--- src/rtl/io_map_pkg.sv ---
`default_nettype none
// +--------------------------------------------------------------------------+
// | io_map_pkg : I/O window decode bit, timer register offsets, bit indices   |
// | Rev 1.0                                                                   |
// +--------------------------------------------------------------------------+
package io_map_pkg;

  localparam int IO_BASE_BIT = 12;

  localparam logic [3:0] TMR_CTRL  = 4'h0;
  localparam logic [3:0] TMR_COUNT = 4'h4;
  localparam logic [3:0] TMR_CMP   = 4'h8;
  localparam logic [3:0] TMR_STAT  = 4'hC;

  localparam int CTRL_EN        = 0;
  localparam int CTRL_AR        = 1;
  localparam int CTRL_MATCH_IE  = 2;
  localparam int CTRL_OVF_IE    = 3;
  localparam int CTRL_PRESC_LSB = 8;

  localparam int STAT_MATCH = 0;
  localparam int STAT_OVF   = 1;

  typedef enum logic [1:0] {
    SEL_CTRL  = 2'd0,
    SEL_COUNT = 2'd1,
    SEL_CMP   = 2'd2,
    SEL_STAT  = 2'd3
  } tmr_sel_e;

endpackage
`default_nettype wire

--- src/rtl/timer_prescaler.sv ---
`default_nettype none
// +--------------------------------------------------------------------------+
// | timer_prescaler : divides clk by (presc+1), one-cycle tick output         |
// | Rev 1.0                                                                   |
// +--------------------------------------------------------------------------+
module timer_prescaler #(
  parameter int PRESC_W = 8
) (
  input  logic               clk,
  input  logic               reset,
  input  logic               en,
  input  logic [PRESC_W-1:0] presc,
  input  logic               restart,
  output logic               tick
);

  localparam logic [PRESC_W-1:0] c_ONE = PRESC_W'(1);

  logic [PRESC_W-1:0] r_pcnt;

  assign tick = en && (r_pcnt == presc);

  always_ff @(posedge clk or posedge reset) begin
    if (reset)
      r_pcnt <= '0;
    else if (restart || !en || tick)
      r_pcnt <= '0;
    else
      r_pcnt <= r_pcnt + c_ONE;
  end

endmodule
`default_nettype wire

--- src/rtl/io_timer.sv ---
`default_nettype none
// +--------------------------------------------------------------------------+
// | io_timer : memory-mapped prescaled timer with compare, auto-reload, irq   |
// | Optional PWM output when TIMER_PWM_EN is defined.           Rev 1.0       |
// +--------------------------------------------------------------------------+
module io_timer
  import io_map_pkg::*;
#(
  parameter int CNT_W   = 32,
  parameter int PRESC_W = 8
) (
  input  logic        clk,
  input  logic        reset,
  input  logic [3:0]  addr,
  input  logic [31:0] wdata,
  output logic [31:0] rdata,
  input  logic        wen,
  input  logic        ren,
  output logic        irq
`ifdef TIMER_PWM_EN
  ,
  output logic        pwm
`endif
);

  localparam logic [CNT_W-1:0] c_CNT_ONE  = CNT_W'(1);
  localparam logic [CNT_W-1:0] c_CNT_ONES = '1;

  logic [3:0]         r_flags;
  logic [PRESC_W-1:0] r_presc;
  logic [CNT_W-1:0]   r_count;
  logic [CNT_W-1:0]   r_cmp;
  logic [1:0]         r_stat;
  logic               r_irq;

  tmr_sel_e         w_sel;
  logic             w_wr_ctrl, w_wr_count, w_wr_cmp, w_wr_stat;
  logic             w_tick;
  logic [CNT_W-1:0] w_count_nxt;
  logic [1:0]       w_set, w_clr, w_stat_nxt, w_ie_nxt;
  logic             w_unused;

  assign w_sel      = tmr_sel_e'(addr[3:2]);
  assign w_unused   = ^addr[1:0];
  assign w_wr_ctrl  = wen && (w_sel == SEL_CTRL);
  assign w_wr_count = wen && (w_sel == SEL_COUNT);
  assign w_wr_cmp   = wen && (w_sel == SEL_CMP);
  assign w_wr_stat  = wen && (w_sel == SEL_STAT);

  timer_prescaler #(.PRESC_W(PRESC_W)) u_presc (
    .clk     (clk),
    .reset   (reset),
    .en      (r_flags[CTRL_EN]),
    .presc   (r_presc),
    .restart (w_wr_ctrl),
    .tick    (w_tick)
  );

  // A CPU store to COUNT swallows any tick in the same cycle, flags included.
  always_comb begin
    w_count_nxt = r_count;
    w_set       = 2'b00;
    if (w_tick && !w_wr_count) begin
      if (r_count == r_cmp) begin
        w_set[STAT_MATCH] = 1'b1;
        if (r_flags[CTRL_AR]) begin
          w_count_nxt = '0;
        end else begin
          w_count_nxt     = r_count + c_CNT_ONE;
          w_set[STAT_OVF] = (r_count == c_CNT_ONES);
        end
      end else if (r_count == c_CNT_ONES) begin
        w_count_nxt     = '0;
        w_set[STAT_OVF] = 1'b1;
      end else begin
        w_count_nxt = r_count + c_CNT_ONE;
      end
    end
    if (w_wr_count)
      w_count_nxt = wdata[CNT_W-1:0];
  end

  assign w_clr      = w_wr_stat ? wdata[1:0] : 2'b00;
  assign w_stat_nxt = (r_stat & ~w_clr) | w_set;
  assign w_ie_nxt   = w_wr_ctrl ? wdata[CTRL_OVF_IE:CTRL_MATCH_IE]
                                : r_flags[CTRL_OVF_IE:CTRL_MATCH_IE];

  always_ff @(posedge clk or posedge reset) begin
    if (reset) begin
      r_flags <= '0;
      r_presc <= '0;
      r_count <= '0;
      r_cmp   <= '0;
      r_stat  <= '0;
      r_irq   <= 1'b0;
    end else begin
      if (w_wr_ctrl) begin
        r_flags <= wdata[3:0];
        r_presc <= wdata[CTRL_PRESC_LSB +: PRESC_W];
      end
      if (w_wr_cmp)
        r_cmp <= wdata[CNT_W-1:0];
      r_count <= w_count_nxt;
      r_stat  <= w_stat_nxt;
      r_irq   <= |(w_stat_nxt & w_ie_nxt);
    end
  end

  assign irq = r_irq;

  always_comb begin
    rdata = 32'h0;
    if (ren) begin
      case (w_sel)
        SEL_CTRL:  rdata = 32'({r_presc, 4'h0, r_flags});
        SEL_COUNT: rdata = 32'(r_count);
        SEL_CMP:   rdata = 32'(r_cmp);
        SEL_STAT:  rdata = {30'h0, r_stat};
        default:   rdata = 32'h0;
      endcase
    end
  end

`ifdef TIMER_PWM_EN
  logic r_pwm;

  always_ff @(posedge clk or posedge reset) begin
    if (reset)
      r_pwm <= 1'b0;
    else
      r_pwm <= r_flags[CTRL_EN] && (r_count < r_cmp);
  end

  assign pwm = r_pwm;
`endif

endmodule
`default_nettype wire
--- config.mk ---
export PLATFORM = sky130hd
export DESIGN_NAME = io_timer
export DESIGN_NICKNAME = d
export VERILOG_FILES = /design/src/rtl/io_map_pkg.sv /design/src/rtl/timer_prescaler.sv /design/src/rtl/io_timer.sv
export SDC_FILE = /design/constraint.sdc
export NUM_CORES = 1
export LEC_CHECK = 0
export ABC_AREA = 1
export CORE_UTILIZATION = 55
export CTS_CLUSTER_SIZE = 20
export DETAILED_ROUTE_END_ITERATION = 12
export GPL_ROUTABILITY_DRIVEN = 1
export PLACE_DENSITY = 0.79
export SYNTH_ARGS = -nofsm -noshare
export SYNTH_HDL_FRONTEND = slang
export SYNTH_SLANG_ARGS = --single-unit
--- constraint.sdc ---
create_clock -name clk -period 6.4 [get_ports clk]
set_input_delay 0.96 -clock clk [delete_from_list [all_inputs] [get_ports clk]]
set_output_delay 0.96 -clock clk [all_outputs]
set_load 0.01 [all_outputs]
Word level (Yosys, flattened, before mapping)
Index checks and enable logic that the tools add are counted.

Bits in registers: 87. Input bits: 40. Output and inout bits: 33. Word-level logic and storage cells: 47.

Add/sub/neg operators: 2. Equality and inequality tests: 6. Mux-type cells: 15. Bitwise logic cells: 4. Reduce and logical (&&, ||, !) cells: 13.

Operator list (number): $mux W32 (6); $pmux W32 S4 (1); $add A32 B1 Y32 const B (1); $eq A32 B32 Y1 (1); $eq A32 B32 Y1 const B (1); $add A8 B1 Y8 const B (1); $eq A8 B8 Y1 (1); $mux W8 (1); $logic_and A1 B1 Y1 (6); $mux W2 (3); $and A2 B2 Y2 (2); $eq A2 B2 Y1 const B (2); $mux W1 (4); $eq A2 B1 Y1 const B (1); $logic_not A1 Y1 (2); $logic_not A2 Y1 (1); $logic_or A1 B1 Y1 (2); $not A2 Y2 (1); $or A2 B2 Y2 (1); $reduce_bool A2 Y1 (1); $reduce_or A2 Y1 (1).

Logic depth before layout (Yosys ltp)
Depth in word-level cells: 8. Mapped depth: 13. Depth with buffers taken out: 13.

Hierarchy
Synthesis repeated with hierarchy kept, for this count alone.

Cell total of the unflattened synthesis: 881. Area total of the unflattened synthesis: 6024.5 sq um.

Modules (own cells, without submodules): io_timer (instances 1, cells each 798, area an instance 5440.2 sq um, sequential area each 1976.9 sq um); timer_prescaler (instances 1, cells each 83, area an instance 584.3 sq um, sequential area each 200.2 sq um).

Worst setup path after synthesis
Ideal clock, no wire load.

Path type: input-to-output. Start point: input port addr[3]. End point: output port rdata[16]. Arrival: 1.765 ns. Data required time: 5.440 ns. Setup slack: 3.675 ns. Cell stages on the path: 6. Path buffers: 1. Path through: inv_2 -> nand2_4 -> inv_2 -> clkbuf_1 -> nand2_1 -> a21oi_1.

Word-level cells in the longest chain between the ends: 3. Elaborated cells on any way between the ends: 6. Classes of those cells: 3 x eq/ne; 2 x mux; 1 x reduce/logical.

RTL lines: start, declared (line io_timer.sv:14) `input logic [3:0] addr,`; $eq A2 B2 Y1, or another cell as far along (line io_timer.sv:114) `case (w_sel)`; $pmux W32 S4 * (line io_timer.sv:114); $mux W32 * (line io_timer.sv:113) `if (ren) begin`; end, declared (line io_timer.sv:16) `output logic [31:0] rdata,`.

Mark *: on every way between the ends. The rest lies on a longest branch, timed or not.

Final worst setup path
Start point: input port addr[2]. End point: output port rdata[15].

Same word-level chain as after synthesis.

==> results.py <==
metrics = {
    "finish": {
        "multi_input_area_sq_um": 3180,
        "area_growth_pct": 14.2,
        "layout.nets": 978,
        "final_core_util_pct": 64.3,
        "layoutNonFillerInstCount": 1081,
        "final_layout_size_suffix_gt1_share_pct": 7.01,
        "nFillCells": 1013,
        "seqCellArea_sq_um": 2180,
        "n_antenna_cell": 0,
        "design_area_sq_um": 6940,
    },
    "global_routing": {
        "grt_pass1_vias": 5467,
        "grt_pass1_wl_microns": 26700,
        "antenna_found_initial": 0,
        "overflow": 0,
        "grt.total_usage_pct": 29.8,
        "grt_max_degree": 87,
    },
    "clocking": {
        "cts_root_buf": "clkbuf_8",
        "cts_tree": "done",
        "clk_pin_slew_ps": 100,
        "cts_buffers": 9,
        "hold_buffers": 0,
        "clk_latency_ps": 360,
        "clock_sinks": 87,
        "clockBufferDepth": 2,
        "ctsResizeCount": 0,
        "cts_max_level": 3,
        "postCtsSetupRepairBufs": 0,
    },
    "synthesis": {
        "seq_area_frac_synth_pct": 35.8,
        "ys_warn_count": 0,
        "yosysUniqueCellTypes": 41,
        "synth_ff_type": "dfrtp_1",
        "avgSynthCellArea_sq_um": 6.82,
        "synthArstFlopShare_pct": 100,
        "synth-edff-count": 0,
        "syn_inst": 892,
        "synth_area_sq_um": 6080,
        "synth_nets": 934,
        "ys_ff_latch": 87,
    },
    "floorplan": {
        "start_util_pct": 56.4,
        "die_w_microns": 107,
        "core_area_sq_um": 10800,
        "dieArea_sq_um": 11500,
        "rows": 38,
        "die_h_microns": 107,
        "io_pins": 73,
    },
    "critical_path": {
        "criticalPathCategory": "input pin to primary output",
        "worstReg2RegStart": "r_count[4]",
        "cpMaxStageDelayCell": "clkdlybuf4s50_1",
        "cp_num_buf_inv": 4,
        "r2r_setup_slack_ps": 3800,
        "cp-start-kind": "input pin",
        "cp.required_ps": 5440,
        "r2r-end": "irq",
        "critPathTopFamily": "buffers and inverters",
        "path_depth": 7,
        "cp_cell_sequence": "clkdlybuf4s50_1 > nor2_2 > inv_1 > o221ai_1 > nand2_1 > inv_1 > clkdlybuf4s50_1",
        "worst_ep_arrival_time_ps": 3100,
        "endpoint_kind": "primary output",
        "cpPeakStageDelay_ps": 550,
        "cp_max_fo": 10,
        "reg2regPathDepth": 10,
    },
    "drt": {
        "ant_nets": 0,
        "drt_first_pass_iters": 5,
        "wl_microns": 15800,
        "first_iter_violations": 395,
        "drt-vias-per-instance": 5.31,
        "vias": 5738,
        "drc_errors": 0,
        "routedWlPerCell_microns": 14.6,
    },
    "timing": {
        "rsz0062_at_grt": "no",
        "setup_ws_ps": 2340,
        "setup_tns_ps": 0,
        "min_period_ps": 4060,
        "fmax_ghz": 0.246,
        "setup_violations": 0,
        "finalCritPeriodShare_pct": 63.5,
        "finalHoldViolCount": 0,
        "worst_pin_slew_ps": 1230,
        "maxSlewViolCount": 0,
        "skew_ps": 11.2,
        "timing.hold.ws_ps": 504,
        "slew_headroom_pct": 17.9,
    },
    "hold_path": {
        "holdPathStages": 2,
        "hold_start": "r_presc[1]",
        "hold_end": "r_presc[1]",
        "hp-class": "flop to flop",
    },
    "placement": {
        "portBuffers": 70,
        "dp_hpwl_microns": 11500,
        "gp_congestion": 0.968,
        "placed_area_sq_um": 6760,
        "placed_cells": 1065,
        "place_ws_ps": 2320,
    },
    "power_and_ir_drop": {
        "power.density_nw_per_um2": 242,
        "leakage_nw": 3.31,
        "ir_drop_uv": 138,
        "total_power_mw": 1.68,
    },
    "job": {
        "drv_cap": 0,
    },
    "outcome": {
        "status": "complete, no violations",
    },
}
kinds of logic (layout without fill, tap and decap cells):
logic type      Yosys count  in the layout  share of synthesized area (%)
fa+ha+maj                 2              2                          0.411
simple gates            469            469                           33.6
xor+xnor                 48             48                           6.91
mux                      13             13                           2.41
buf+inv                 172            221                           12.0
flops                    87             87                           35.8
compound gates          101            101                           8.91
registers in the layout, summed over array words and instances, names as in the netlist:
name and flops:
u_presc.r_pcnt 8, r_cmp 32, r_presc 8, irq 1, r_flags 4, r_stat 2, r_count 32
synthesized netlist by cell type (2+ instances only):
library cell,number,area share (%)
mux2_2,13,2.4
o22ai_1,14,1.4
nor3_1,10,0.82
o211ai_1,2,0.25
inv_2,8,0.49
xnor2_1,23,3.3
nand2_1,298,18
clkbuf_1,11,0.68
ha_1,2,0.41
nand4_1,35,3.6
dfrtp_1,87,36
nand2_2,5,0.51
buf_2,18,1.5
buf_6,6,1.1
xor2_1,25,3.6
a31oi_1,2,0.21
nand3_1,26,2.1
nor3b_1,3,0.37
a21oi_1,31,2.6
o21ai_0,46,3.8
inv_1,121,7.5
o221ai_1,3,0.43
o21ai_1,3,0.25
nand2_4,4,0.74
buf_4,4,0.49
nor2_2,6,0.62
nor2_1,72,4.4
where the power goes:
group | leakage, nW | switching (mW) | internal, mW
Clock | 0.0996 | 0.220 | 0.159
Sequential | 1.08 | 0.141 | 0.646
Combinational | 2.13 | 0.292 | 0.226
layout make-up:
type,instances,share of cell area (%)
clock buffers,10,1.98
clock inverters,6,0.739
repair buffers,74,10.5
inverters,131,7.12
flip-flops and latches,87,31.4
multi-input cells,633,45.8
well taps,140,2.52
how the worst max path moves through the flow:
stage	start	to	slack, ps
after floorplan	reset	irq	3190
after global placement	addr[2]	rdata[15]	2340
after detailed placement	addr[3]	r_count[24]	2320
after CTS	addr[2]	rdata[15]	2330
after global routing	addr[2]	rdata[15]	2210
final	addr[2]	rdata[15]	2340
worst register-to-register path: stages (launching register included):
cell and delay, ps:
dfrtp_1 470, xnor2_1 400, nand2_1 90, nor2_1 210
nand2_1 110, nor2_2 160, nand3_2 580, nand2_1 290
nand2_1 100, nand2_1 70, nand2_1 40
layout by cell type, fill, tap and decap left out, drive strengths merged:
| cell type | instances |
|---|---|
| a21oi | 31 |
| a31oi | 2 |
| and2 | 1 |
| and3b | 1 |
| buf | 4 |
| clkbuf | 10 |
| clkdlybuf4s50 | 70 |
| clkinv | 5 |
| dfrtp | 87 |
| ha | 2 |
| inv | 132 |
| mux2 | 13 |
| nand2 | 307 |
| nand3 | 28 |
| nand3b | 1 |
| nand4 | 35 |
| nor2 | 80 |
| nor3 | 11 |
| nor3b | 4 |
| nor4 | 1 |
| o211ai | 2 |
| o21ai | 49 |
| o221ai | 3 |
| o22ai | 14 |
| xnor2 | 23 |
| xor2 | 25 |
metal layers:
layer | part of all wire [%] | global-route usage, %
met5 | 0 | 0
met3 | 4.7 | 3.65
met1 | 47 | 41.5
met4 | 1.8 | 8.90
met2 | 46 | 48.5
Note: power is estimated with default switching activity, not from simulation.
